## src/rtl/axi_lite_master_if.sv

```systemverilog
// ---------------------------------------------------------------------------
// axi_lite_master_if
//
// This interface bundles the command/response channel and the AXI-lite
// master bus of axi_lite_master.
//
// Port summary:
//   cmd_*        : command request from the local client (valid/ready)
//   resp_*       : response returned to the local client (valid/ready)
//   M_AXI_AW*    : AXI-lite write-address channel
//   M_AXI_W*     : AXI-lite write-data channel
//   M_AXI_B*     : AXI-lite write-response channel
//   M_AXI_AR*    : AXI-lite read-address channel
//   M_AXI_R*     : AXI-lite read-data channel
//
// Modports:
//   master : the view used by axi_lite_master itself
//   slave  : the view used by the client and the AXI slave around it
// ---------------------------------------------------------------------------
interface axi_lite_master_if;

    logic        cmd_valid;
    logic        cmd_ready;
    logic        cmd_write;
    logic [31:0] cmd_addr;
    logic [31:0] cmd_wdata;
    logic [3:0]  cmd_wstrb;

    logic        resp_valid;
    logic        resp_ready;
    logic [31:0] resp_rdata;
    logic [1:0]  resp_status;
    logic        resp_timeout;

    logic [31:0] M_AXI_AWADDR;
    logic        M_AXI_AWVALID;
    logic        M_AXI_AWREADY;

    logic [31:0] M_AXI_WDATA;
    logic [3:0]  M_AXI_WSTRB;
    logic        M_AXI_WVALID;
    logic        M_AXI_WREADY;

    logic [1:0]  M_AXI_BRESP;
    logic        M_AXI_BVALID;
    logic        M_AXI_BREADY;

    logic [31:0] M_AXI_ARADDR;
    logic        M_AXI_ARVALID;
    logic        M_AXI_ARREADY;
    logic [31:0] M_AXI_RDATA;
    logic [1:0]  M_AXI_RRESP;
    logic        M_AXI_RVALID;
    logic        M_AXI_RREADY;

    modport master (
        input  cmd_valid, cmd_write, cmd_addr, cmd_wdata, cmd_wstrb,
        output cmd_ready,
        output resp_valid, resp_rdata, resp_status, resp_timeout,
        input  resp_ready,
        output M_AXI_AWADDR, M_AXI_AWVALID,
        input  M_AXI_AWREADY,
        output M_AXI_WDATA, M_AXI_WSTRB, M_AXI_WVALID,
        input  M_AXI_WREADY,
        input  M_AXI_BRESP, M_AXI_BVALID,
        output M_AXI_BREADY,
        output M_AXI_ARADDR, M_AXI_ARVALID,
        input  M_AXI_ARREADY,
        input  M_AXI_RDATA, M_AXI_RRESP, M_AXI_RVALID,
        output M_AXI_RREADY
    );

    modport slave (
        output cmd_valid, cmd_write, cmd_addr, cmd_wdata, cmd_wstrb,
        input  cmd_ready,
        input  resp_valid, resp_rdata, resp_status, resp_timeout,
        output resp_ready,
        input  M_AXI_AWADDR, M_AXI_AWVALID,
        output M_AXI_AWREADY,
        input  M_AXI_WDATA, M_AXI_WSTRB, M_AXI_WVALID,
        output M_AXI_WREADY,
        output M_AXI_BRESP, M_AXI_BVALID,
        input  M_AXI_BREADY,
        input  M_AXI_ARADDR, M_AXI_ARVALID,
        output M_AXI_ARREADY,
        output M_AXI_RDATA, M_AXI_RRESP, M_AXI_RVALID,
        input  M_AXI_RREADY
    );

endinterface

```

## src/rtl/axi_lite_master.sv

```systemverilog
// ---------------------------------------------------------------------------
// axi_lite_master
//
// This module is a single-outstanding AXI-lite master. A command accepted on
// the cmd channel becomes one AXI-lite write (AW+W, then B) or one read
// (AR, then R). The captured result is then presented on the resp channel
// until the client takes it. If TIMEOUT is non-zero, a transaction that
// stalls longer than TIMEOUT cycles is aborted and reported as a SLVERR
// with resp_timeout set.
//
// Parameters:
//   TIMEOUT   : maximum number of busy cycles per transaction (0 = never)
//   ADDR_MASK : mask ANDed onto cmd_addr before it is driven on AW/ARADDR
//
// Ports:
//   fclk     : clock, rising edge
//   rst_n    : asynchronous active-low reset
//   bus      : command/response channel plus AXI-lite master bus
//   busy_cnt : number of completed transactions (wraps)
// ---------------------------------------------------------------------------
module axi_lite_master #(
    parameter int unsigned TIMEOUT   = 1024,
    parameter logic [31:0] ADDR_MASK = 32'hFFFF_FFFC
) (
    input  logic              fclk,
    input  logic              rst_n,
    axi_lite_master_if.master bus,
    output logic [31:0]       busy_cnt
);

    typedef enum logic [2:0] {
        IDLE,
        WR_AW_W,
        WR_B,
        RD_AR,
        RD_R,
        RESP
    } state_t;

    localparam logic [31:0] TIMEOUT_LAST = (TIMEOUT == 0) ? 32'd0 : (TIMEOUT[31:0] - 32'd1);

    state_t      state_q, state_d;
    logic        aw_done_q, aw_done_d;
    logic        w_done_q, w_done_d;
    logic [31:0] addr_q, addr_d;
    logic [31:0] wdata_q, wdata_d;
    logic [3:0]  wstrb_q, wstrb_d;
    logic [31:0] rdata_q, rdata_d;
    logic [1:0]  status_q, status_d;
    logic        timeout_q, timeout_d;
    logic [31:0] tcnt_q, tcnt_d;
    logic [31:0] busy_q, busy_d;

    logic        awvalid, wvalid;
    logic        aw_hs, w_hs;
    logic        in_txn;
    logic        progress;

    // The bus controls are decoded directly from the registered state and
    // the sticky done flags. They therefore drop the moment reset asserts,
    // and they never depend combinationally on a slave input.
    assign awvalid = (state_q == WR_AW_W) && !aw_done_q;
    assign wvalid  = (state_q == WR_AW_W) && !w_done_q;
    assign aw_hs   = awvalid && bus.M_AXI_AWREADY;
    assign w_hs    = wvalid && bus.M_AXI_WREADY;
    assign in_txn  = state_q inside {WR_AW_W, WR_B, RD_AR, RD_R};

    assign bus.cmd_ready     = (state_q == IDLE);
    assign bus.resp_valid    = (state_q == RESP);
    assign bus.resp_rdata    = rdata_q;
    assign bus.resp_status   = status_q;
    assign bus.resp_timeout  = timeout_q;

    assign bus.M_AXI_AWADDR  = addr_q;
    assign bus.M_AXI_AWVALID = awvalid;
    assign bus.M_AXI_WDATA   = wdata_q;
    assign bus.M_AXI_WSTRB   = wstrb_q;
    assign bus.M_AXI_WVALID  = wvalid;
    assign bus.M_AXI_BREADY  = (state_q == WR_B);
    assign bus.M_AXI_ARADDR  = addr_q;
    assign bus.M_AXI_ARVALID = (state_q == RD_AR);
    assign bus.M_AXI_RREADY  = (state_q == RD_R);

    assign busy_cnt = busy_q;

    // State and datapath registers. A reset abandons any transaction in
    // flight, and it does so without producing a response.
    always_ff @(posedge fclk or negedge rst_n) begin
        if (!rst_n) begin
            state_q   <= IDLE;
            aw_done_q <= 1'b0;
            w_done_q  <= 1'b0;
            addr_q    <= '0;
            wdata_q   <= '0;
            wstrb_q   <= '0;
            rdata_q   <= '0;
            status_q  <= '0;
            timeout_q <= 1'b0;
            tcnt_q    <= '0;
            busy_q    <= '0;
        end else begin
            state_q   <= state_d;
            aw_done_q <= aw_done_d;
            w_done_q  <= w_done_d;
            addr_q    <= addr_d;
            wdata_q   <= wdata_d;
            wstrb_q   <= wstrb_d;
            rdata_q   <= rdata_d;
            status_q  <= status_d;
            timeout_q <= timeout_d;
            tcnt_q    <= tcnt_d;
            busy_q    <= busy_d;
        end
    end

    // This block holds the next-state logic. The "progress" signal marks a
    // cycle in which a bus handshake happens, or in which the write phase is
    // already finished. A timeout that coincides with such a cycle is
    // suppressed. The counter is compared with >= so that a handshake which
    // wins at the last cycle still leaves a working abort afterwards.
    always_comb begin
        state_d   = state_q;
        aw_done_d = aw_done_q;
        w_done_d  = w_done_q;
        addr_d    = addr_q;
        wdata_d   = wdata_q;
        wstrb_d   = wstrb_q;
        rdata_d   = rdata_q;
        status_d  = status_q;
        timeout_d = timeout_q;
        tcnt_d    = tcnt_q;
        busy_d    = busy_q;
        progress  = 1'b0;

        case (state_q)
            IDLE: begin
                if (bus.cmd_valid) begin
                    addr_d    = bus.cmd_addr & ADDR_MASK;
                    wdata_d   = bus.cmd_wdata;
                    wstrb_d   = bus.cmd_wstrb;
                    tcnt_d    = '0;
                    timeout_d = 1'b0;
                    aw_done_d = 1'b0;
                    w_done_d  = 1'b0;
                    state_d   = bus.cmd_write ? WR_AW_W : RD_AR;
                end
            end
            WR_AW_W: begin
                if (aw_hs) begin
                    aw_done_d = 1'b1;
                end
                if (w_hs) begin
                    w_done_d = 1'b1;
                end
                progress = aw_hs || w_hs || (aw_done_q && w_done_q);
                if ((aw_done_q && w_done_q) || (aw_hs && w_hs)) begin
                    state_d = WR_B;
                end
            end
            WR_B: begin
                progress = bus.M_AXI_BVALID;
                if (bus.M_AXI_BVALID) begin
                    status_d = bus.M_AXI_BRESP;
                    rdata_d  = '0;
                    state_d  = RESP;
                end
            end
            RD_AR: begin
                progress = bus.M_AXI_ARREADY;
                if (bus.M_AXI_ARREADY) begin
                    state_d = RD_R;
                end
            end
            RD_R: begin
                progress = bus.M_AXI_RVALID;
                if (bus.M_AXI_RVALID) begin
                    rdata_d  = bus.M_AXI_RDATA;
                    status_d = bus.M_AXI_RRESP;
                    state_d  = RESP;
                end
            end
            RESP: begin
                if (bus.resp_ready) begin
                    busy_d  = busy_q + 32'd1;
                    state_d = IDLE;
                end
            end
            default: begin
                state_d = IDLE;
            end
        endcase

        if ((TIMEOUT != 0) && in_txn) begin
            if (!progress && (tcnt_q >= TIMEOUT_LAST)) begin
                state_d   = RESP;
                timeout_d = 1'b1;
                status_d  = 2'b10;
                rdata_d   = '0;
            end else if (tcnt_q != '1) begin
                tcnt_d = tcnt_q + 32'd1;
            end
        end
    end

endmodule
```

## src/flat_wrapper.sv

```systemverilog
// flat-port wrapper written by rule: the top's interface ports become plain ports
module axi_lite_master_flat 
#(
    parameter int unsigned TIMEOUT   = 1024,
    parameter logic [31:0] ADDR_MASK = 32'hFFFF_FFFC
)
  (fclk, rst_n, busy_cnt, bus_cmd_valid, bus_cmd_write, bus_cmd_addr, bus_cmd_wdata, bus_cmd_wstrb, bus_cmd_ready, bus_resp_valid, bus_resp_rdata, bus_resp_status, bus_resp_timeout, bus_resp_ready, bus_M_AXI_AWADDR, bus_M_AXI_AWVALID, bus_M_AXI_AWREADY, bus_M_AXI_WDATA, bus_M_AXI_WSTRB, bus_M_AXI_WVALID, bus_M_AXI_WREADY, bus_M_AXI_BRESP, bus_M_AXI_BVALID, bus_M_AXI_BREADY, bus_M_AXI_ARADDR, bus_M_AXI_ARVALID, bus_M_AXI_ARREADY, bus_M_AXI_RDATA, bus_M_AXI_RRESP, bus_M_AXI_RVALID, bus_M_AXI_RREADY);
  axi_lite_master_if bus_i ();
  input  logic fclk;
  input  logic rst_n;
  output logic [31:0] busy_cnt;
  input wire logic [$bits(bus_i.cmd_valid)-1:0] bus_cmd_valid;
  input wire logic [$bits(bus_i.cmd_write)-1:0] bus_cmd_write;
  input wire logic [$bits(bus_i.cmd_addr)-1:0] bus_cmd_addr;
  input wire logic [$bits(bus_i.cmd_wdata)-1:0] bus_cmd_wdata;
  input wire logic [$bits(bus_i.cmd_wstrb)-1:0] bus_cmd_wstrb;
  output wire logic [$bits(bus_i.cmd_ready)-1:0] bus_cmd_ready;
  output wire logic [$bits(bus_i.resp_valid)-1:0] bus_resp_valid;
  output wire logic [$bits(bus_i.resp_rdata)-1:0] bus_resp_rdata;
  output wire logic [$bits(bus_i.resp_status)-1:0] bus_resp_status;
  output wire logic [$bits(bus_i.resp_timeout)-1:0] bus_resp_timeout;
  input wire logic [$bits(bus_i.resp_ready)-1:0] bus_resp_ready;
  output wire logic [$bits(bus_i.M_AXI_AWADDR)-1:0] bus_M_AXI_AWADDR;
  output wire logic [$bits(bus_i.M_AXI_AWVALID)-1:0] bus_M_AXI_AWVALID;
  input wire logic [$bits(bus_i.M_AXI_AWREADY)-1:0] bus_M_AXI_AWREADY;
  output wire logic [$bits(bus_i.M_AXI_WDATA)-1:0] bus_M_AXI_WDATA;
  output wire logic [$bits(bus_i.M_AXI_WSTRB)-1:0] bus_M_AXI_WSTRB;
  output wire logic [$bits(bus_i.M_AXI_WVALID)-1:0] bus_M_AXI_WVALID;
  input wire logic [$bits(bus_i.M_AXI_WREADY)-1:0] bus_M_AXI_WREADY;
  input wire logic [$bits(bus_i.M_AXI_BRESP)-1:0] bus_M_AXI_BRESP;
  input wire logic [$bits(bus_i.M_AXI_BVALID)-1:0] bus_M_AXI_BVALID;
  output wire logic [$bits(bus_i.M_AXI_BREADY)-1:0] bus_M_AXI_BREADY;
  output wire logic [$bits(bus_i.M_AXI_ARADDR)-1:0] bus_M_AXI_ARADDR;
  output wire logic [$bits(bus_i.M_AXI_ARVALID)-1:0] bus_M_AXI_ARVALID;
  input wire logic [$bits(bus_i.M_AXI_ARREADY)-1:0] bus_M_AXI_ARREADY;
  input wire logic [$bits(bus_i.M_AXI_RDATA)-1:0] bus_M_AXI_RDATA;
  input wire logic [$bits(bus_i.M_AXI_RRESP)-1:0] bus_M_AXI_RRESP;
  input wire logic [$bits(bus_i.M_AXI_RVALID)-1:0] bus_M_AXI_RVALID;
  output wire logic [$bits(bus_i.M_AXI_RREADY)-1:0] bus_M_AXI_RREADY;
  assign bus_i.cmd_valid = bus_cmd_valid;
  assign bus_i.cmd_write = bus_cmd_write;
  assign bus_i.cmd_addr = bus_cmd_addr;
  assign bus_i.cmd_wdata = bus_cmd_wdata;
  assign bus_i.cmd_wstrb = bus_cmd_wstrb;
  assign bus_cmd_ready = bus_i.cmd_ready;
  assign bus_resp_valid = bus_i.resp_valid;
  assign bus_resp_rdata = bus_i.resp_rdata;
  assign bus_resp_status = bus_i.resp_status;
  assign bus_resp_timeout = bus_i.resp_timeout;
  assign bus_i.resp_ready = bus_resp_ready;
  assign bus_M_AXI_AWADDR = bus_i.M_AXI_AWADDR;
  assign bus_M_AXI_AWVALID = bus_i.M_AXI_AWVALID;
  assign bus_i.M_AXI_AWREADY = bus_M_AXI_AWREADY;
  assign bus_M_AXI_WDATA = bus_i.M_AXI_WDATA;
  assign bus_M_AXI_WSTRB = bus_i.M_AXI_WSTRB;
  assign bus_M_AXI_WVALID = bus_i.M_AXI_WVALID;
  assign bus_i.M_AXI_WREADY = bus_M_AXI_WREADY;
  assign bus_i.M_AXI_BRESP = bus_M_AXI_BRESP;
  assign bus_i.M_AXI_BVALID = bus_M_AXI_BVALID;
  assign bus_M_AXI_BREADY = bus_i.M_AXI_BREADY;
  assign bus_M_AXI_ARADDR = bus_i.M_AXI_ARADDR;
  assign bus_M_AXI_ARVALID = bus_i.M_AXI_ARVALID;
  assign bus_i.M_AXI_ARREADY = bus_M_AXI_ARREADY;
  assign bus_i.M_AXI_RDATA = bus_M_AXI_RDATA;
  assign bus_i.M_AXI_RRESP = bus_M_AXI_RRESP;
  assign bus_i.M_AXI_RVALID = bus_M_AXI_RVALID;
  assign bus_M_AXI_RREADY = bus_i.M_AXI_RREADY;
  axi_lite_master #(.TIMEOUT(TIMEOUT), .ADDR_MASK(ADDR_MASK)) u_core (.fclk(fclk), .rst_n(rst_n), .bus(bus_i), .busy_cnt(busy_cnt));
endmodule
```

## config.mk

```make
export PLATFORM = sky130hd
export DESIGN_NAME = axi_lite_master_flat
export DESIGN_NICKNAME = d
export VERILOG_FILES = /design/src/rtl/axi_lite_master_if.sv /design/src/rtl/axi_lite_master.sv /design/src/flat_wrapper.sv
export SDC_FILE = /design/constraint.sdc
export NUM_CORES = 1
export LEC_CHECK = 0
export BUFFER_PORTS_ARGS = -buffer_cell sky130_fd_sc_hd__buf_4
export CAP_MARGIN = 20
export CORE_ASPECT_RATIO = 0.5
export CORE_MARGIN = 2
export CORE_UTILIZATION = 45
export CTS_CLUSTER_SIZE = 12
export DETAILED_ROUTE_END_ITERATION = 6
export PLACE_DENSITY = 0.72
export SLEW_MARGIN = 0
export SYNTH_ARGS = -nofsm -noshare
export SYNTH_HDL_FRONTEND = slang
export SYNTH_SLANG_ARGS = --single-unit
export TNS_END_PERCENT = 10
```

## constraint.sdc

```tcl
create_clock -name fclk -period 3.5 [get_ports fclk]
set_input_delay 0.7 -clock fclk [delete_from_list [all_inputs] [get_ports fclk]]
set_output_delay 0.7 -clock fclk [all_outputs]
set_load 0.02 [all_outputs]
```

* After elaboration in Yosys (flattened, before gate mapping)
Index checks and enable logic that the tools add are counted.
** Storage, ports and cells
- Flip-flop bits (word level) :: 170
- Input port bits :: 114
- Output and inout bits :: 174
- Logic and storage cells :: 78
** Operators by class
- Add/subtract/negate cells :: 2
- $lt $le $gt $ge :: 1
- Equal/unequal tests :: 9
- Muxes and demuxes :: 35
- Reduce and logical (&&, ||, !) cells :: 20
** Operator list (count)
- 32-bit 2-to-1 mux :: 9
- 32-bit by 1-bit adder with 32-bit output, second input constant :: 2
- 32-bit case mux with 2 select lines :: 1
- 32-bit by 10-bit greater-or-equal comparator with 1-bit output, second input constant :: 1
- 32-bit inequality test, second input constant :: 1
- 3-bit 2-to-1 mux :: 8
- 3-bit case mux with 6 select lines :: 1
- 2-bit 2-to-1 mux :: 5
- 1-bit logical AND :: 7
- 1-bit 2-to-1 mux :: 7
- 3-bit by 2-bit equality test with 1-bit output, second input constant :: 2
- 3-bit equality test, second input constant :: 2
- 3-bit AND reduction :: 2
- 2-bit by 1-bit inequality test with 1-bit output, second input constant :: 2
- 1-bit case mux with 2 select lines :: 2
- 1-bit case mux with 4 select lines :: 1
- 2-bit case mux with 2 select lines :: 1
- 2-bit AND reduction :: 2
- 4-bit nonzero test :: 1
- 3-bit by 1-bit equality test with 1-bit output, second input constant :: 1
- 1-bit logical NOT :: 3
- 3-bit logical NOT :: 1
- 1-bit logical OR :: 3
- 2-bit inequality test, second input constant :: 1
- 2-bit nonzero test :: 1

* Longest topological paths before layout
Gate-level depths: netlist (run 1).
- Word-level depth :: 10
- Mapped depth :: 9
- Depth with buffers taken out :: 7

* Worst setup path before layout (run 1)
Ideal clock, no wire load.
- Kind :: register to register
- From :: register u_core.state_q[1]
- To :: register u_core.state_q[2]
- Setup time :: 0.126 ns
- Arrival time :: 2.029 ns
- Data required time :: 3.374 ns
- Path slack :: 1.344 ns
- Stages on the path, launching flop included :: 7
- Path buffers :: 2
- Period minus slack after synthesis :: 2.156 ns
- Cells stage by stage :: dfrtp_1 buf_2 nor3_1 nor2_1 nor3b_1 buf_4 a311o_1
** On the way
- Elaborated cells between the ends (all ways) :: 22
- Those cells by class :: eq/ne: 5; mux: 5; reduce/logical: 12
** RTL lines
- start: declaration :: RTL line axi_lite_master.sv:42 : state_t state_q, state_d;
- start signal: assignment :: RTL line axi_lite_master.sv:102 : state_q <= state_d;
- 3-bit logical NOT (*)
- via bus_cmd_ready :: RTL line flat_wrapper.sv:17 : output wire logic [$bits(bus_i.cmd_ready)-1:0] bus_cmd_ready;
- 3-bit case mux with 6 select lines (*) :: RTL line axi_lite_master.sv:135 : case (state_q)
- 3-bit 2-to-1 mux :: RTL line axi_lite_master.sv:194 : if (!progress && (tcnt_q >= TIMEOUT_LAST)) begin
- 3-bit 2-to-1 mux (*) :: RTL line axi_lite_master.sv:193 : if ((TIMEOUT != 0) && in_txn) begin
- via u_core.state_d[2] :: RTL line axi_lite_master.sv:42
Mark *: on every way through the listed nets, which the timed path passes. The rest lies on a longest branch.
A chain may end at the register's enable or synchronous reset.

* Worst setup path in the final report (run 1)
- From :: register u_core.state_q[2]
- To :: register u_core.tcnt_q[11]
** On the way
- Cells in the longest elaborated chain, start to end :: 10
- Elaborated cells between the ends (all ways) :: 19
- Those cells by class :: eq/ne: 4; mux: 5; reduce/logical: 10
** RTL lines
- 3-bit by 1-bit equality test with 1-bit output
- 1-bit logical AND, on equally long branches :: RTL line axi_lite_master.sv:62, axi_lite_master.sv:63
- 1-bit logical AND, on equally long branches :: RTL line axi_lite_master.sv:64, axi_lite_master.sv:65
- 1-bit logical OR (2 in series) :: RTL line axi_lite_master.sv:155 : progress = aw_hs || w_hs || (aw_done_q && w_done_q);
- 1-bit case mux with 4 select lines :: RTL line axi_lite_master.sv:135
- 1-bit logical NOT :: RTL line axi_lite_master.sv:194
- 1-bit logical AND :: RTL line axi_lite_master.sv:194
- 32-bit 2-to-1 mux :: RTL line axi_lite_master.sv:194
- 32-bit 2-to-1 mux (*) :: RTL line axi_lite_master.sv:193
- via u_core.tcnt_d[11] :: RTL line axi_lite_master.sv:51 : logic [31:0] tcnt_q, tcnt_d;
- end signal: assignment :: RTL line axi_lite_master.sv:111 : tcnt_q <= tcnt_d;
- end: declaration :: RTL line axi_lite_master.sv:51
Marked as above.

==> results of run 1 <==
==> final cells by class <==
class,count,area (um2)
tap,227,284
timing repair buffer,292,2210
inverter,12,45.0
fill,1405,6220
clock inverter,11,88.8
multi-input combinational,553,2990
sequential,170,4250
clock buffer,21,470
==> metal layers <==
layer  share of wire, %  wire length [um]  track usage (%)
met3                6.1              1190             5.45
met2                 48              9430             35.7
met1                 44              8660             27.6
met4                1.2               225             5.79
met5                  0                 0                0
==> critical path, cell delays in order, from the launching register on <==
cell      delay [ps]
dfrtp_1          480
nor3b_2          220
and2_4           300
or3_4            450
o21ai_4          510
buf_12           230
nand3b_1         130
mux2i_1          190
==> sequential cells by signal, indices dropped and copies added, names as in the netlist <==
register,count
u_core.bus.resp_rdata,32
u_core.w_done_q,1
u_core.bus.M_AXI_ARADDR,30
u_core.busy_cnt,32
u_core.bus.resp_status,2
u_core.bus.M_AXI_WDATA,32
u_core.tcnt_q,32
u_core.aw_done_q,1
u_core.state_q,3
u_core.bus.resp_timeout,1
u_core.bus.M_AXI_WSTRB,4
==> how the worst max path moves through the flow <==
stage | from | end | cells past startpoint
after floorplan | u_core.state_q[1]$_DFF_PN0_ | u_core.state_q[2]$_DFF_PN0_ | 6
after global placement | bus_M_AXI_ARREADY | u_core.tcnt_q[11]$_DFF_PN0_ | 8
after detailed placement | bus_M_AXI_ARREADY | u_core.tcnt_q[11]$_DFF_PN0_ | 8
after CTS | u_core.state_q[2]$_DFF_PN0_ | u_core.tcnt_q[1]$_DFF_PN0_ | 6
after global routing | u_core.tcnt_q[24]$_DFF_PN0_ | u_core.tcnt_q[13]$_DFF_PN0_ | 7
final | u_core.state_q[2]$_DFF_PN0_ | u_core.tcnt_q[11]$_DFF_PN0_ | 7
==> stage by stage <==
stage | area (um2) | hold slack [ps] | utilization [%]
global route | 10300 | 287 | 62.5
floorplan | 7730 | 404 | -
detailed placement | 9780 | 464 | 59.1
CTS | 10300 | 274 | 62.5
global placement | 9780 | 461 | 59.1
finish | 10300 | 249 | 62.5
==> report_power, final <==
group | leakage [nW] | internal, mW | total (mW) | switching (mW)
sequential | 2.22 | 2.60 | 3.07 | 0.467
clock | 0.255 | 0.975 | 1.79 | 0.810
combinational | 2.80 | 1.57 | 3.86 | 2.29
total | 5.28 | 5.15 | 8.72 | 3.56
==> logic make-up (layout without fill, tap and decap cells) <==
kind of cell / after synthesis / count (layout) / synth area share, %
buffers and inverters: 85 / 336 / 6.47
adder cells (fa/ha/maj): 2 / 2 / 0.324
AO/OA/AOI/OAI: 71 / 71 / 6.88
other: 1 / 4 / 0.0486
XOR/XNOR: 32 / 32 / 3.63
multiplexers: 22 / 22 / 2.87
flip-flops: 170 / 170 / 55.1
AND/OR/NAND/NOR: 422 / 422 / 24.6
==> cell usage in the layout, fill, tap and decap left out, types with 6 or more instances in the layout <==
| cell type | Yosys | layout |
|---|---|---|
| nand4_1 | 19 | 19 |
| and3_1 | 9 | 9 |
| clkinvlp_4 | 0 | 6 |
| buf_4 | 39 | 290 |
| clkbuf_16 | 0 | 17 |
| nor4_1 | 9 | 9 |
| a22oi_1 | 34 | 34 |
| o31ai_1 | 9 | 9 |
| nor2_1 | 57 | 56 |
| nor3_1 | 17 | 17 |
| nand2_1 | 249 | 248 |
| dfrtp_1 | 170 | 170 |
| xnor2_1 | 22 | 22 |
| xor2_1 | 10 | 10 |
| o21ai_0 | 6 | 6 |
| nand3_1 | 24 | 24 |
| mux2i_1 | 21 | 21 |
| nor4_2 | 7 | 7 |
| nand2b_1 | 9 | 9 |
| inv_1 | 12 | 12 |
==> metrics, run 1 <==
outcome=completed; overall die width=189 um; reg-to-reg slack, setup=920 ps; count leader, synth=nand2_1; CTS tree=built; Slew headroom=44.3%; top cell type by total area after synthesis=dfrtp_1; Worst R2R Path Depth=7; Area Growth Syn to Fin=34.0%; Cells after DPL=1254; clk_lat worst skew=420 ps; leak pwr=5.28 nW; PD cells=843 mW/mm2; I/O Buffers=281; worst slack, placed=828 ps; Worst Path Arrival=2930 ps; VDD IR-drop max=464 uV; global-route wire length before repair=31.1 mm; max-cap viol count=0; Post-synth EDFFs=0; Synth warnings=0; worst setup path class=reg -> reg; Setup crit end kind=flop; final setup TNS=0 ps; RSZ-0062 raised after global routing=false; DRT antenna net count=0; # IOs=288; Routed WL per cell=15.2 um; Final WS setup=917 ps; Synth Flop Type=dfrtp_1; ys async rst share=100%; vias in the first global route=6259; Worst Hold Class=in -> async; CTS Buf Count=17; top cell type's share of synthesized area=55.1%; Max Clk Rate=0.387 GHz; launch point of the worst reg-to-reg path=u_core.state_q[2]$_DFF_PN0_; largest net degree at the start of global routing=79; actual slew at the worst max-slew pin=836 ps; post-route total power=8.72 mW; CP Max Fanout=36; Layout Nets=1162; DR pass1 iterations=5; Post-Syn Area=0.00772 mm2; synth cell count leaders=nand2_1 (249), dfrtp_1 (170), nor2_1 (57), buf_4 (39), a22oi_1 (34); clock sinks=170; Die ar.=0.0183 mm2; initial antenna violation count=0; H-tree levels=4; Vert. Die Dim=96.6 um; Pins Over Slew Limit=0; Core Region=0.0166 mm2; Resized cells post-CTS=0; CTS Hold Bufs=0; sequential area share after synthesis=55.1%; crit share post-route=73.8%; CP startpoint kind=flop; Final Hold Viols=0; share of cells above drive strength 1=32.3%; # DRC=0; CTS clock-pin slew for the worst setup and hold paths=70 ps; via count=6462; main area contributors after synthesis=dfrtp_1 (55%), nand2_1 (12%), buf_4 (3.8%), a22oi_1 (3.3%), nor2_1 (2.8%); Final Non-Filler Cells=1286; clk_skew=11.7 ps; Initial Util=46.6%; reg2reg end=u_core.tcnt_q[11]$_DFF_PN0_; DP Wirelength=14.0 mm; clk root buf=clkbuf_16; Post-CTS Setup Bufs=0; Period minus WS final=2580 ps; drt via density=5.02; Mapped Cells=805; GPL Wtd Cong=0.854; diode count=0; gr usage total=21.2%; WL final=19.5 mm; CTS max path bufs=2; DRT iter0 DRCs=264; row count=33; Data required, critical path=3850 ps; Cell variety after synth=51; grt ovf=0; final setup fails=0; FF+latch count, synth=170; Post-Syn Area per Cell=9.59 um2
Power figures use the tool's default switching activity.
==> run 2: changes to the inputs <==
--- a/config.mk
+++ b/config.mk
@@ -5,6 +5,7 @@
 export SDC_FILE = /design/constraint.sdc
 export NUM_CORES = 1
 export LEC_CHECK = 0
+export ABC_AREA = 1
 export BUFFER_PORTS_ARGS = -buffer_cell sky130_fd_sc_hd__buf_4
 export CAP_MARGIN = 20
 export CORE_ASPECT_RATIO = 0.5
@@ -12,7 +13,7 @@
 export CORE_UTILIZATION = 45
 export CTS_CLUSTER_SIZE = 12
 export DETAILED_ROUTE_END_ITERATION = 6
-export PLACE_DENSITY = 0.72
+export PLACE_DENSITY = 0.73
 export SLEW_MARGIN = 0
 export SYNTH_ARGS = -nofsm -noshare
 export SYNTH_HDL_FRONTEND = slang
==> constraint.sdc (replaced) <==
create_clock -name fclk -period 2.1 [get_ports fclk]
set_input_delay 0.42 -clock fclk [delete_from_list [all_inputs] [get_ports fclk]]
set_output_delay 0.42 -clock fclk [all_outputs]
set_load 0.02 [all_outputs]
==> metrics, run 2 <==
max incr delay on CP=460 ps (was 510 ps); Final Non-Filler Cells=1755 (was 1286); Post-Syn Area per Cell=7.46 um2 (was 9.59 um2); CP startpoint kind=flop (unchanged); diode count=0 (unchanged); multiplexer area fraction after synthesis=0% (was 2.87%); DP Wirelength=19.5 mm (was 14.0 mm); global-route wire length before repair=42.0 mm (was 31.1 mm); CTS clock-pin slew for the worst setup and hold paths=70 ps (about the same); top cell type by total area after synthesis=dfrtp_1 (unchanged); Initial Util=46.2% (was 46.6%); DRT antenna net count=0 (unchanged); CTS Buf Count=17 (unchanged); ys async rst share=100% (unchanged); Die ar.=0.0213 mm2 (was 0.0183 mm2); DR pass1 iterations=5 (unchanged); Cells after DPL=1722 (was 1254); simple-gate share of the synthesized area=32.8% (was 24.6%); clock sinks=170 (unchanged); clk root buf=clkbuf_16 (unchanged); post-route total power=15.9 mW (was 8.72 mW); DRT iter0 DRCs=596 (was 264); main combinational cell family by area after synthesis=simple AND/OR/NAND/NOR gates (unchanged); WL final=26.1 mm (was 19.5 mm); Worst Hold Class=in -> reg (was in -> async); grt ovf=0 (unchanged); largest net degree at the start of global routing=89 (was 79); placed inst area=0.0114 mm2 (was 0.00978 mm2); xor-xnor portion of the synthesized cell area=4.27% (was 3.63%); outcome=completed (unchanged); most frequent cells in the layout=nand2_1 (494), buf_4 (305), dfrtp_1 (170), nor2_1 (118), inv_1 (88) (was buf_4 (290), nand2_1 (248), dfrtp_1 (170), nor2_1 (56), a22oi_1 (34)); initial antenna violation count=0 (unchanged); Data required, critical path=1680 ps (was 3850 ps); overall die width=204 um (was 189 um); FF+latch count, synth=170 (unchanged); Post-CTS Setup Bufs=0 (unchanged); Post-synth EDFFs=0 (unchanged); share of cells above drive strength 1=26.6% (was 32.3%); H-tree levels=4 (unchanged); Final Hold Viols=0 (unchanged); worst setup path class=reg -> out (was reg -> reg); final setup fails=0 (unchanged); top cell type's share of synthesized area=47.1% (was 55.1%); via count=8644 (was 6462); Period minus WS final=1910 ps; leak pwr=6.42 nW (was 5.28 nW); sequential area share after synthesis=47.1% (was 55.1%); Post-Synth Adder-Cell Area=0.277% (was 0.324%); Max Clk Rate=0.524 GHz; Worst Path Arrival=1490 ps (was 2930 ps); clk_skew=9.24 ps (was 11.7 ps); Routed WL per cell=14.9 um (was 15.2 um); synth cell count leaders=nand2_1 (495), dfrtp_1 (170), nor2_1 (119), inv_1 (88), nand3_1 (58) (was nand2_1 (249), dfrtp_1 (170), nor2_1 (57), buf_4 (39), a22oi_1 (34)); CTS max path bufs=2 (unchanged); I/O Buffers=281 (unchanged); commonest non-fill, non-tap cell in the layout=nand2_1 (was buf_4); Compound-Gate Fraction of Synth Area=5.54% (was 6.88%); Mapped Cells=1211 (was 805); Synth warnings=0 (unchanged); filler instances=1808 (was 1405); Layout Nets=1592 (was 1162); VDD IR-drop max=1090 uV (was 464 uV); GPL Wtd Cong=0.951 (was 0.854); vias in the first global route=8285 (was 6259); PD cells=1330 mW/mm2 (was 843 mW/mm2); Cell Chain, Critical Path=inv_2, nor2_2, nand2_1, nor2_1, buf_4 (was nor3b_2, and2_4, or3_4, o21ai_4, buf_12, nand3b_1, mux2i_1); count leader, synth=nand2_1 (unchanged); actual slew at the worst max-slew pin=590 ps (was 836 ps); Synth Flop Type=dfrtp_1 (unchanged); Slew headroom=60.7% (was 44.3%); Critical-path top delay cell=dfrtp_1 (was o21ai_4); Pins Over Slew Limit=0 (unchanged); CTS tree=built (unchanged); crit share post-route=90.9%; Core Region=0.0195 mm2 (was 0.0166 mm2); # DRC=0 (unchanged); Cell variety after synth=34 (was 51); row count=36 (was 33); Setup crit end kind=primary output (was flop); max-cap viol count=0 (unchanged); Post-Syn Area=0.00903 mm2 (was 0.00772 mm2); CP Max Fanout=5 (was 36); drt via density=4.93 (was 5.02); clk_lat worst skew=440 ps (was 420 ps); Area Growth Syn to Fin=32.4% (was 34.0%); RSZ-0062 raised after global routing=false (unchanged); Hold WS=184 ps (was 249 ps); final setup TNS=0 ps (unchanged); # IOs=288 (unchanged); gr usage total=24.6% (was 21.2%); main area contributors after synthesis=dfrtp_1 (47%), nand2_1 (21%), nor2_1 (4.9%), inv_1 (3.7%), xor2_1 (3.4%) (was dfrtp_1 (55%), nand2_1 (12%), buf_4 (3.8%), a22oi_1 (3.3%), nor2_1 (2.8%)); Vert. Die Dim=104 um (was 96.6 um); design area=0.0120 mm2 (was 0.0103 mm2)
==> run 2: worst max-delay path: cells and delay by family (launching register included) <==
family        cells  cell delay, ps
buf+inv           2             220
flops             1             460
simple gates      3             380
==> run 2: kinds of logic after synthesis <==
family,count (synthesis)
XOR/XNOR,44
flip-flops,170
AND/OR/NAND/NOR,730
other,1
AO/OA/AOI/OAI,73
buffers and inverters,191
adder cells (fa/ha/maj),2
==> run 2: cell type report <==
type | count | area, um2 | area share [%]
Clock inverter | 14 | 141 | 1.18
Clock buffer | 18 | 429 | 3.59
Multi-Input combinational cell | 853 | 3900 | 32.6
Sequential cell | 170 | 4250 | 35.6
Timing Repair Buffer | 314 | 2450 | 20.5
Inverter | 120 | 450 | 3.77
Tap cell | 266 | 333 | 2.78
==> run 2: worst paths after layout <==
kind	startpoint	to	slack (ps)	depth (start not counted)
max	u_core.state_q[0]$_DFF_PN0_	bus_M_AXI_WVALID	190	5
min	bus_cmd_addr[22]	u_core.bus.M_AXI_ARADDR[22]$_DFFE_PN0P_	180	3
max reg2reg	u_core.tcnt_q[1]$_DFF_PN0_	u_core.tcnt_q[8]$_DFF_PN0_	220	12
min reg2reg	u_core.bus.M_AXI_WDATA[18]$_DFFE_PN0P_	u_core.bus.M_AXI_WDATA[18]$_DFFE_PN0P_	480	2
max in group asynchronous	rst_n	u_core.tcnt_q[11]$_DFF_PN0_	990	3
min in group asynchronous	rst_n	u_core.bus.M_AXI_ARADDR[26]$_DFFE_PN0P_	540	2
==> run 2: per-layer routing <==
| layer | share of wire [%] | routed length, um | track usage, % |
|---|---|---|---|
| met1 | 44 | 11400 | 32.2 |
| met2 | 49 | 12800 | 41.1 |
| met3 | 5.1 | 1340 | 4.98 |
| met4 | 2.2 | 568 | 7.66 |
| met5 | 0 | 0 | 0 |
==> run 2: power breakdown <==
group	internal (mW)	switching, mW	total (mW)
logic	2.94	4.54	7.48
registers	4.39	0.900	5.29
clock network	1.66	1.43	3.09
==> run 2: stage by stage <==
step / setup slack [ps] / utilization (%)
after global placement: 230 / 58.2
final: 191 / 61.2
after global routing: 41.4 / 61.2
after detailed placement: 151 / 58.2
after CTS: 133 / 61.2
after floorplan: 311 / -
==> run 2: timing repair <==
item,in CTS,in global routing
hold buffers,1,0
gates resized for setup,0,3
setup endpoints to repair,0,6
endpoints found under the hold margin,45,0
==> run 3: changes to the inputs <==
--- a/config.mk
+++ b/config.mk
@@ -11,8 +11,10 @@
 export CORE_ASPECT_RATIO = 0.5
 export CORE_MARGIN = 2
 export CORE_UTILIZATION = 45
+export CTS_BUF_LIST = sky130_fd_sc_hd__clkbuf_8
 export CTS_CLUSTER_SIZE = 12
 export DETAILED_ROUTE_END_ITERATION = 6
+export GPL_TIMING_DRIVEN = 0
 export PLACE_DENSITY = 0.73
 export SLEW_MARGIN = 0
 export SYNTH_ARGS = -nofsm -noshare
==> metrics, run 3 (synthesized netlist as in run 2, its figures left out) <==
commonest non-fill, non-tap cell in the layout=nand2_1 (unchanged); Final Hold Viols=0 (unchanged); Vert. Die Dim=104 um (unchanged); max incr delay on CP=480 ps (was 460 ps); global-route wire length before repair=44.1 mm (was 42.0 mm); VDD IR-drop max=642 uV (was 1090 uV); worst setup path class=reg -> out (unchanged); Clock power frac=15.5% (was 19.5%); clk_lat worst skew=480 ps (was 440 ps); Cell Chain, Critical Path=inv_2, nor2_2, nand2_1, nor2_1, buf_4 (unchanged); grt ovf=0 (unchanged); PD cells=1310 mW/mm2 (was 1330 mW/mm2); Core Region=0.0195 mm2 (unchanged); # DRC=0 (unchanged); switching pwr=6.92 mW (was 6.87 mW); GR Util met1=34.7% (was 32.2%); largest net degree at the start of global routing=123 (was 89); via count=8843 (was 8644); DRT antenna net count=0 (unchanged); DR pass1 iterations=5 (unchanged); Critical-path top delay cell=dfrtp_1 (unchanged); clk root buf=clkbuf_8 (was clkbuf_16); final setup TNS=0 ps (unchanged); Initial Util=46.2% (unchanged); design area=0.0120 mm2 (about the same); P_int=8.76 mW (was 8.99 mW); CTS max path bufs=2 (unchanged); GPL Wtd Cong=0.992 (was 0.951); Worst Hold Class=in -> reg (unchanged); Max Clk Rate=0.501 GHz (was 0.524 GHz); row count=36 (unchanged); CP Max Fanout=5 (unchanged); Die ar.=0.0213 mm2 (unchanged); gr usage total=26.3% (was 24.6%); Routed WL per cell=15.3 um (was 14.9 um); # IOs=288 (unchanged); switch share=44.1% (was 43.3%); clock sinks=170 (unchanged); placed inst area=0.0115 mm2 (was 0.0114 mm2); clk_skew=12.0 ps (was 9.24 ps); Cells after DPL=1762 (was 1722); overall die width=204 um (unchanged); Slew headroom=58.1% (was 60.7%); WL final=27.5 mm (was 26.1 mm); Setup crit end kind=primary output (unchanged); outcome=completed (unchanged); crit share post-route=95.1% (was 90.9%); initial antenna violation count=0 (unchanged); met2 Resource Use GR=42.6% (was 41.1%); Worst R2R Path Depth=7 (was 12); DP Wirelength=20.8 mm (was 19.5 mm); Hold WS=128 ps (was 184 ps); CP startpoint kind=flop (unchanged); share of cells above drive strength 1=27.7% (was 26.6%); DRT iter0 DRCs=567 (was 596); most frequent cells in the layout=nand2_1 (493), buf_4 (317), dfrtp_1 (170), nor2_1 (116), inv_1 (88) (was nand2_1 (494), buf_4 (305), dfrtp_1 (170), nor2_1 (118), inv_1 (88)); actual slew at the worst max-slew pin=629 ps (was 590 ps); RSZ-0062 raised after global routing=true (was false); Worst Path Arrival=1580 ps (was 1490 ps); diode count=0 (unchanged); gr busiest metal=met2 (unchanged); Layout Nets=1632 (was 1592); vias in the first global route=8570 (was 8285); I/O Buffers=281 (unchanged); max-cap viol count=0 (unchanged); CTS tree=built (unchanged); H-tree levels=4 (unchanged); Period minus WS final=2000 ps (was 1910 ps); combinational share of power=50.7% (was 47.2%); CTS Buf Count=17 (unchanged); drt via density=4.93 (about the same); final setup fails=0 (unchanged); CTS clock-pin slew for the worst setup and hold paths=100 ps (was 70 ps); Reg power frac=33.8% (was 33.4%); hold path depth=3 (unchanged); Area Growth Syn to Fin=32.9% (was 32.4%); Final Non-Filler Cells=1794 (was 1755); Pins Over Slew Limit=0 (unchanged); leak pwr=6.48 nW (was 6.42 nW); met3 usage=4.92% (was 4.98%); Data required, critical path=1680 ps (about the same)
run 3: changes by cell type in the layout (fill, tap and decap cells not counted), moves of 3 or more:
cell       previous run  this run
buf_12                7         0
buf_4               305       317
clkbuf_1              1        14
nor2_4                1         6
clkbuf_16            17         0
nor2_2               10         7
buf_2                 0        12
clkbuf_8              0        19
buf_6                 1         4
run 3: power groups by stage:
stage / logic (mW) / registers, mW / clock network, mW
finish: 7.96 / 5.30 / 2.43
global route: 8.63 / 5.43 / 2.62
CTS: 7.98 / 5.27 / 2.48
detailed placement: 7.95 / 5.31 / 0
global placement: 7.79 / 5.28 / 0
floorplan: 3.56 / 6.34 / 0
run 3: layer usage:
layer	up-vias	part of all wire [%]
met4	0	3.4
met1	4196	44
met2	247	48
met5	-	0
li1	4338	-
met3	62	4.6
run 3: worst max-delay path: cells and delay by family, from the launching register on:
family | cells | cell delay [ps]
buffers and inverters | 2 | 210
flip-flops | 1 | 480
AND/OR/NAND/NOR | 3 | 400
run 3: area by class of cell:
| type | count | area [um2] |
|---|---|---|
| flip-flops and latches | 170 | 4250 |
| clock inverters | 12 | 139 |
| clock buffers | 19 | 262 |
| multi-input cells | 853 | 3960 |
| repair buffers | 283 | 2150 |
| plain buffers | 71 | 455 |
| well taps | 266 | 333 |
| fillers | 1803 | 7540 |
| inverters | 120 | 455 |
run 3: per-stage QoR:
stage | utilization [%] | setup WS, ps | total power [mW]
2_1_floorplan | - | 311 | 9.90
3_3_place_gp | 58.8 | -394 | 13.1
3_5_place_dp | 58.9 | -141 | 13.3
4_1_cts | 61.1 | 0.574 | 15.7
5_1_grt | 61.4 | -19.0 | 16.7
6_report | 61.4 | 103 | 15.7
run 3: timing repair:
| item | in CTS | in global routing |
|---|---|---|
| resized for setup | 4 | 18 |
| hold buffers | 1 | 0 |
| setup buffers | 0 | 0 |
| pin swaps | 0 | 2 |
| endpoints found under the hold margin | 48 | 0 |
| endpoints found under the setup margin | 38 | 71 |
run 3: final timing paths:
kind,startpoint,to,slack [ps]
min,bus_cmd_wdata[26],u_core.bus.M_AXI_WDATA[26]$_DFFE_PN0P_,130
max in group asynchronous,rst_n,u_core.tcnt_q[21]$_DFF_PN0_,720
max reg2reg,u_core.state_q[1]$_DFF_PN0_,u_core.bus.resp_rdata[16]$_DFF_PN0_,150
max,u_core.state_q[0]$_DFF_PN0_,bus_M_AXI_WVALID,100
min reg2reg,u_core.bus.M_AXI_WDATA[0]$_DFFE_PN0P_,u_core.bus.M_AXI_WDATA[0]$_DFFE_PN0P_,480
min in group asynchronous,rst_n,u_core.busy_cnt[12]$_DFFE_PN0P_,440
